`config.mk`:
```
export PLATFORM = sky130hd
export DESIGN_NAME = desorter
export DESIGN_NICKNAME = d
export VERILOG_FILES = /design/src/rtl/bpsk_pkg.sv /design/src/rtl/preamble_detector.sv /design/src/rtl/desorter.sv
export SDC_FILE = /design/constraint.sdc
export NUM_CORES = 1
export LEC_CHECK = 0
export BUFFER_PORTS_ARGS = -buffer_cell sky130_fd_sc_hd__buf_2
export CORE_MARGIN = 8
export CORE_UTILIZATION = 52
export CTS_CLUSTER_DIAMETER = 50
export CTS_CLUSTER_SIZE = 10
export DETAILED_ROUTE_END_ITERATION = 10
export GPL_ROUTABILITY_DRIVEN = 1
export PLACE_DENSITY = 0.69
export SLEW_MARGIN = 40
export SYNTH_ARGS = -nofsm -noshare
export SYNTH_HDL_FRONTEND = slang
export SYNTH_SLANG_ARGS = --single-unit
```
`constraint.sdc`:
```
create_clock -name clk -period 4.5 [get_ports clk]
set_input_delay 0.45 -clock clk [delete_from_list [all_inputs] [get_ports clk]]
set_output_delay 0.45 -clock clk [all_outputs]
set_load 0.005 [all_outputs]
```
`src/rtl/bpsk_pkg.sv`:
```
// Shared constants and types for the BPSK receive path.
// Holds the packet geometry, the preamble pattern, the byte/index types
// and the desorter FSM state encoding.
package bpsk_pkg;

  localparam int unsigned PACKET_WIDTH    = 4;
  localparam int unsigned INDEX_WIDTH     = $clog2(PACKET_WIDTH);
  localparam int unsigned PREAMBLE_LENGTH = 8;
  // Seven ones then a zero: only a zero preceded by seven ones can lock.
  localparam logic [PREAMBLE_LENGTH-1:0] PREAMBLE = 8'h7F;

  // Payload bits following the preamble: data bytes then index fields.
  localparam int unsigned PAYLOAD_BITS = PACKET_WIDTH * (8 + INDEX_WIDTH);

  typedef logic [7:0]             byte_t;
  typedef logic [INDEX_WIDTH-1:0] idx_t;

  typedef enum logic [1:0] {
    HUNT    = 2'd0,
    PAYLOAD = 2'd1,
    SCATTER = 2'd2,
    DONE    = 2'd3
  } rx_state_t;

endpackage

```
`src/rtl/preamble_detector.sv`:
```
// Sliding preamble window for the desorter.
// Ports:
//   clk, rst_n  clock and asynchronous active-low reset
//   bit_in      demodulated bit
//   bit_valid   bit_in is valid this cycle
//   en          window shifts and match is allowed only while high
//   clear       synchronously zeroes the window
//   match_c     combinational 1-cycle pulse: updated window equals PREAMBLE
module preamble_detector
  import bpsk_pkg::*;
(
  input  logic clk,
  input  logic rst_n,
  input  logic bit_in,
  input  logic bit_valid,
  input  logic en,
  input  logic clear,
  output logic match_c
);

  logic [PREAMBLE_LENGTH-1:0] window;
  logic [PREAMBLE_LENGTH-1:0] window_nxt_c;

  // New bit enters the MSB, so the first preamble bit ends up in the LSB.
  assign window_nxt_c = {bit_in, window[PREAMBLE_LENGTH-1:1]};
  assign match_c      = en && bit_valid && (window_nxt_c == PREAMBLE);

  // Window register.
  always_ff @(posedge clk or negedge rst_n) begin
    if (!rst_n) begin
      window <= '0;
    end else if (clear) begin
      window <= '0;
    end else if (en && bit_valid) begin
      window <= window_nxt_c;
    end
  end

endmodule

```
`src/rtl/desorter.sv`:
```
// Receive-side desorter: finds the preamble, collects the sorted data bytes
// and their index fields, scatters each byte back to its original slot and
// presents the restored packet.
// Ports:
//   clk, rst_n    clock and asynchronous active-low reset
//   bit_in        demodulated bit
//   bit_valid     bit_in is valid this cycle
//   sys_packet    restored packet, held until the next packet_valid
//   packet_valid  1-cycle pulse when sys_packet updates
//   busy          high while in PAYLOAD or SCATTER
//   index_error   1-cycle pulse with packet_valid on duplicate/out-of-range index
// Option: define RX_INDEX_CHECK_EN to enable index checking; otherwise
// index_error stays 0 and duplicate indices resolve as last write wins.
module desorter
  import bpsk_pkg::*;
(
  input  logic                          clk,
  input  logic                          rst_n,
  input  logic                          bit_in,
  input  logic                          bit_valid,
  output logic [PACKET_WIDTH-1:0][7:0]  sys_packet,
  output logic                          packet_valid,
  output logic                          busy,
  output logic                          index_error
);

  localparam int unsigned CNT_W = $clog2(PAYLOAD_BITS + 1);

  rx_state_t                   state, state_nxt;
  logic [CNT_W-1:0]            bit_cnt;
  logic [PAYLOAD_BITS-1:0]     pay;
  logic [PACKET_WIDTH-1:0][7:0] work;
  idx_t                        scat_cnt;

  logic  hunt_c, done_c, match_c, last_bit_c, last_scat_c, idx_ok_c;
  byte_t cur_data_c;
  idx_t  cur_idx_c;

`ifdef RX_INDEX_CHECK_EN
  logic [PACKET_WIDTH-1:0] seen;
  logic                    err_flag;
`endif

  assign hunt_c = (state == HUNT);
  assign done_c = (state == DONE);

  preamble_detector u_det (
    .clk       (clk),
    .rst_n     (rst_n),
    .bit_in    (bit_in),
    .bit_valid (bit_valid),
    .en        (hunt_c),
    .clear     (done_c),
    .match_c   (match_c)
  );

  // Payload register holds {indices, data} with data byte 0 in the LSBs.
  assign last_bit_c  = (state == PAYLOAD) && bit_valid &&
                       (bit_cnt == CNT_W'(PAYLOAD_BITS - 1));
  assign last_scat_c = (scat_cnt == INDEX_WIDTH'(PACKET_WIDTH - 1));
  assign cur_data_c  = pay[32'(scat_cnt) * 8 +: 8];
  assign cur_idx_c   = pay[8 * PACKET_WIDTH + 32'(scat_cnt) * INDEX_WIDTH +: INDEX_WIDTH];
  assign idx_ok_c    = (32'(cur_idx_c) < PACKET_WIDTH);

  // Next-state logic.
  always_comb begin
    state_nxt = state;
    case (state)
      HUNT:    if (match_c)     state_nxt = PAYLOAD;
      PAYLOAD: if (last_bit_c)  state_nxt = SCATTER;
      SCATTER: if (last_scat_c) state_nxt = DONE;
      DONE:                     state_nxt = HUNT;
      default:                  state_nxt = HUNT;
    endcase
  end

  // State register.
  always_ff @(posedge clk or negedge rst_n) begin
    if (!rst_n) state <= HUNT;
    else        state <= state_nxt;
  end

  // Datapath and registered outputs.
  always_ff @(posedge clk or negedge rst_n) begin
    if (!rst_n) begin
      bit_cnt      <= '0;
      pay          <= '0;
      work         <= '0;
      scat_cnt     <= '0;
      sys_packet   <= '0;
      packet_valid <= 1'b0;
      busy         <= 1'b0;
      index_error  <= 1'b0;
`ifdef RX_INDEX_CHECK_EN
      seen         <= '0;
      err_flag     <= 1'b0;
`endif
    end else begin
      packet_valid <= 1'b0;
      index_error  <= 1'b0;
      busy         <= (state_nxt == PAYLOAD) || (state_nxt == SCATTER);
      case (state)
        HUNT: begin
          if (match_c) bit_cnt <= '0;
        end
        PAYLOAD: begin
          if (bit_valid) begin
            pay     <= {bit_in, pay[PAYLOAD_BITS-1:1]};
            bit_cnt <= bit_cnt + 1'b1;
          end
          if (last_bit_c) begin
            work     <= '0;
            scat_cnt <= '0;
`ifdef RX_INDEX_CHECK_EN
            seen     <= '0;
            err_flag <= 1'b0;
`endif
          end
        end
        SCATTER: begin
          if (idx_ok_c) work[cur_idx_c] <= cur_data_c;
          scat_cnt <= scat_cnt + 1'b1;
`ifdef RX_INDEX_CHECK_EN
          if (!idx_ok_c || seen[cur_idx_c]) err_flag <= 1'b1;
          if (idx_ok_c) seen[cur_idx_c] <= 1'b1;
`endif
        end
        DONE: begin
          sys_packet   <= work;
          packet_valid <= 1'b1;
`ifdef RX_INDEX_CHECK_EN
          index_error  <= err_flag;
`endif
        end
        default: ;
      endcase
    end
  end

endmodule

```
-- Word level (Yosys, flattened, before mapping)
Index checks and enable logic that the tools add are counted.
- register bits after elaboration: 124
- logic and storage cells: 63
- bits of input ports: 4
- output and inout port bits: 35
- reductions and logical operators: 13
- equal/unequal tests: 11
- muxes and demuxes: 17
- $lt $le $gt $ge: 2
- add/subtract/negate cells: 3
- shifts and indexed selects: 2
- operators with widths (kind ; count):
    32-bit case mux with 2 select lines ; 1
    40-bit by 6-bit variable part select with 8-bit output ; 1
    40-bit by 8-bit variable part select with 2-bit output ; 1
    32-bit bitwise mux ; 1
    32-bit two-way mux ; 1
    8-bit two-way mux ; 3
    8-bit demux with 2-bit select ; 1
    6-bit two-way mux ; 2
    6-bit case mux with 2 select lines ; 1
    2-bit == test, second input constant ; 4
    8-bit by 7-bit == test with 1-bit output, second input constant ; 1
    2-bit two-way mux ; 4
    2-bit case mux with 4 select lines ; 1
    6-bit by 3-bit adder with 7-bit output, first input constant ; 1
    6-bit by 1-bit adder with 6-bit output, second input constant ; 1
    6-bit == test, second input constant ; 1
    2-bit inequality test, second input constant ; 3
    2-bit nonzero test ; 3
    1-bit logical AND ; 5
    2-bit by 1-bit == test with 1-bit output, second input constant ; 2
    2-bit case mux with 2 select lines ; 1
    2-bit AND reduction ; 2
    2-bit by 3-bit less-than comparator with 1-bit output, second input constant ; 1
    3-bit AND reduction ; 1
    other kinds (5) ; 5

-- Logic depth before layout (Yosys ltp)
- word-level depth: 8
- depth in mapped cells: 6
- depth with buffers taken out: 4

-- Cells and area by module
From an unflattened synthesis, not the netlist that was laid out.
- cells, all modules: 347
- area total of the unflattened synthesis: 5117.4 um^2
- by module, submodules not included (module ; times used ; area an instance (um^2) ; cells each ; seq. area each (um^2)):
    desorter ; 1 ; 4750.8 ; 313 ; 2902.8
    preamble_detector ; 1 ; 366.6 ; 34 ; 175.2

-- Worst setup path before layout
OpenSTA, ideal clock, no wires.
- path type: register to register
- start point: register scat_cnt[0]
- end point: register work[0] (netlist name)
- path buffers: 2
- cell stages (with the launch flop): 6
- data required time: 4.378 ns
- slack: 2.570 ns
- data arrival time: 1.809 ns
- library setup time: 0.122 ns
- period minus slack after synthesis: 1.930 ns
- cell sequence: dfrtp_1 -> buf_6 -> mux4_2 -> or3_1 -> buf_6 -> a32o_1
- word-level cells in the longest chain between the ends: 8
- elaborated cells on any way between the ends: 10
- those cells by class: 1 x add/sub; 2 x order compare; 2 x shift; 4 x mux; 1 x reduce/logical
- ends and longest elaborated chain (what ; line ; RTL):
    start: declaration ; desorter.sv:33 ; idx_t scat_cnt;
    start signal: assignment ; desorter.sv:122 ; scat_cnt <= scat_cnt + 1'b1;
    6-bit by 3-bit adder with 7-bit output ; desorter.sv:62 ; assign cur_idx_c = pay[8 * PACKET_WIDTH + 32'(scat_cnt) * INDEX_WIDTH +: INDEX_WIDTH];
    40-bit by 8-bit variable part select with 2-bit output ; desorter.sv:62 ;
    2-bit by 3-bit less-than comparator with 1-bit output (not written as such) or 2-bit by 1-bit >= comparator with 1-bit output (tied branches) ; desorter.sv:121 ; if (idx_ok_c) work[cur_idx_c] <= cur_data_c;
    1-bit logical AND (not written as such) ; desorter.sv:121 ;
    8-bit two-way mux (not written as such) ; desorter.sv:121 ;
    8-bit demux with 2-bit select ; desorter.sv:121 ;
    32-bit bitwise mux (*) ; desorter.sv:121 ;
    32-bit case mux with 2 select lines (*) ; desorter.sv:102 ; case (state)
    end signal: indexed assignment ; desorter.sv:121 ;
    end: declaration ; desorter.sv:32 ; logic [PACKET_WIDTH-1:0][7:0] work;
Every way passes the cells marked *; elsewhere a longest branch is shown, timed or not.
A chain may end at the register's enable or synchronous reset.

-- Final worst setup path
- start point: register scat_cnt[0]
- end point: register work[5] (netlist name)
Same word-level chain as after synthesis.

==> metrics.md <==
| Metric | Value |
|---|---|
| Status | `complete, but fails checks` |
| Failing checks | `hold timing` |
| Area grow syn2layout | `15.3%` |
| Worst path buffer plus inverter count | `0` |
| Die area | `13200 µm²` |
| Post-synthesis sequential area ratio | `60.4%` |
| 1st-iter DRT viols | `173` |
| Die Ht | `115 µm` |
| Cell Pwr Density | `395 nW/µm²` |
| Finish-stage setup viols | `0` |
| Cells along the critical path | `mux4_1, or3_1, a32o_1` |
| IO buf count | `37` |
| CTS tree | `built` |
| Final #Nets | `384` |
| VDD IR-drop max | `0.227 mV` |
| Top cell family by delay on the critical path | `multiplexers` |
| Final Slew Violations | `0` |
| Grt ovf | `0` |
| Pleak | `0.00295 µW` |
| Vias | `2986` |
| Placed cell areas | `5370 µm²` |
| Syn_nets | `348` |
| Hold-fix buffers at CTS | `0` |
| Detailed placement HPWL | `6.29 mm` |
| Area share of fa/ha/maj cells after synthesis | `0.491%` |
| Simple-Gate Fraction of Synth Area | `4.84%` |
| Comb power frac | `1.7%` |
| GP Congestion | `0.740` |
| Post-CTS sizing | `0` |
| Core Rows | `36` |
| Clock slew at reported path FFs | `60 ps` |
| Synthesized instance count | `342` |
| Relative slew slack | `50.3%` |
| Hold slack | `-1.91 ps` |
| Bufs on Longest Clock Path | `2` |
| Global-route usage over all layers | `15.8%` |
| HP Class | `input pin to async pin` |
| Hold Vio Cnt, Final | `3` |
| Share of post-route cells with drive strength above 1 | `38.7%` |
| Clock Tree Root | `clkbuf_8` |
| Synth warnings | `0` |
| CTS Buf Count | `17` |
| Final Cycle Share | `56.5%` |
| Commonest non-fill, non-tap cells in the layout | `dfrtp_1, mux2_2, buf_2` |
| Initial antenna violation count | `0` |
| Post-synthesis mux area share | `20.9%` |
| Wire length of the first global-routing pass | `16.1 mm` |
| Drt pass-1 iters | `4` |
| RSZ-0062 raised after global routing | `false` |
| Setup TNS | `0 ps` |
| Worst Skew | `5.35 ps` |
| Switching share of power | `21.1%` |
| Mapped Area | `5090 µm²` |
| Post-synthesis cell type count | `38` |
| Clock network power share | `49.8%` |
| Sink Count | `123` |
| Switching Power | `489 µW` |
| Clk_lat worst skew | `520 ps` |
| Compound-Gate Fraction of Synth Area | `10.4%` |
| # DRC | `0` |
| Vias in the first global route | `3090` |
| Area contributors post-synth | `dfrtp_1, mux2_2, a32o_1` |
| Core box area | `9640 µm²` |
| P_int | `1830 µW` |
| H-tree Lvls | `4` |
| Largest area contributor in the netlist | `dfrtp_1` |
| Mean Syn Cell Area | `14.9 µm²` |
| Die W | `115 µm` |
| Final non-filler cell area | `5870 µm²` |
| Remaining antenna violation count | `0` |
| Worst stage delay on the critical path | `790 ps` |
| Max Cap Viol | `0` |
| Startpoint Class | `register` |
| Fmax | `0.393 GHz` |
| Most common cell after layout, fill and taps aside | `dfrtp_1` |
| Nature of the critical path endpoint | `register` |
| Register share of total power | `48.5%` |
| Crit-path max FO | `12` |
| Synth top area share | `60.4%` |
| CP max-delay cell | `mux4_1` |
| Via density | `5.73` |
| WP data arrival | `2940 ps` |
| Worst EP required | `4900 ps` |
| Worst slew pin tran | `746 ps` |
| Worst Setup Path Type | `register to register` |
| # IOs | `39` |
| Xor and xnor fraction of the mapped netlist area | `0.172%` |
| Largest family of logic cells by synthesized area | `multiplexers` |
| WL per Instance | `18.5 µm` |
| Largest net degree at the start of global routing | `60` |
| Design Power | `2320 µW` |
| Final min period | `2540 ps` |
| Routed WL | `9.63 mm` |
| Setup bufs post-CTS | `0` |
| Starting Density | `52.9%` |
| Diodes inserted | `0` |
| Yosys reg bits | `123` |
registers in the layout (all words and copies together), names as in the netlist, 2 cells and up:
name / count
sys_packet: 32
work: 32
pay: 40
bit_cnt: 6
state: 2
u_det.window: 7
scat_cnt: 2
power groups by stage:
stage               combinational (µW)  sequential [µW]  clock [µW]
finish                            38.4             1120        1150
global placement                  38.9             1140           0
detailed placement                40.1             1140           0
global route                      45.3             1130        1230
floorplan                         12.8             1140           0
CTS                               40.0             1120        1180
Yosys cell counts, drive strengths merged:
master,instances
or4,2
o31a,1
nand2b,1
nand4b,3
o32ai,1
conb,1
a21oi,5
and2,10
a31o,2
mux2i,1
nand2,6
nor2,3
dfrtp,123
o2bb2ai,6
or3,3
a21o,1
o22ai,1
a32o,32
o31ai,3
nor3,2
or3b,1
o21ai,2
ha,2
nand3,2
xor2,1
nor2b,4
nand3b,4
clkbuf,12
o21bai,1
buf,12
inv,6
mux4,10
a22oi,6
mux2,72
metrics by stage:
step | worst slack [ps] | utilization (%) | std cells
2_1_floorplan | 2570 | - | 342
3_3_place_gp | 1930 | 55.7 | 492
3_5_place_dp | 1950 | 55.7 | 492
4_1_cts | 1930 | 60.9 | 521
5_1_grt | 1840 | 60.9 | 521
6_report | 1960 | 60.9 | 521
final cells by class:
cell class              count  area [µm²]
inverters                   6        22.5
flip-flops and latches    123        3080
well taps                 133         166
fillers                   767        3770
repair buffers             41         218
clock inverters             8        47.5
multi-input cells         189        1880
clock buffers              21         459
final timing paths:
path | startpoint | end | slack, ps | cells past startpoint
max | scat_cnt[0]$_DFFE_PN0P_ | work[5]$_DFFE_PN0P_ | 1960 | 3
max in group asynchronous | rst_n | sys_packet[5]$_DFFE_PN0P_ | 3520 | 2
min reg2reg | sys_packet[2]$_DFFE_PN0P_ | sys_packet[2]$_DFFE_PN0P_ | 500 | 1
min | rst_n | u_det.window[1]$_DFFE_PN0P_ | -2 | 1
max reg2reg | scat_cnt[0]$_DFFE_PN0P_ | work[5]$_DFFE_PN0P_ | 1960 | 3
min in group clk | bit_in | pay[39]$_DFFE_PN0P_ | 230 | 2
worst reg2reg max path: stages (launching register included):
cell	delay, ps
dfrtp_1	760
mux4_1	800
or3_1	540
a32o_1	320
cell families (layout without fill, tap and decap cells):
logic type / after synthesis / count (layout)
flip-flops: 123 / 123
adder cells (fa/ha/maj): 2 / 2
AO/OA/AOI/OAI: 61 / 61
XOR/XNOR: 1 / 1
multiplexers: 83 / 83
other: 1 / 1
AND/OR/NAND/NOR: 41 / 41
buffers and inverters: 30 / 76
routing by layer:
| metal | global-route usage (%) | wire [µm] |
|---|---|---|
| met1 | 20.3 | 4400 |
| met2 | 24.2 | 4560 |
| met3 | 6.20 | 562 |
| met4 | 4.99 | 104 |
| met5 | 0 | 0 |
Note: power is estimated with default switching activity, not from simulation.
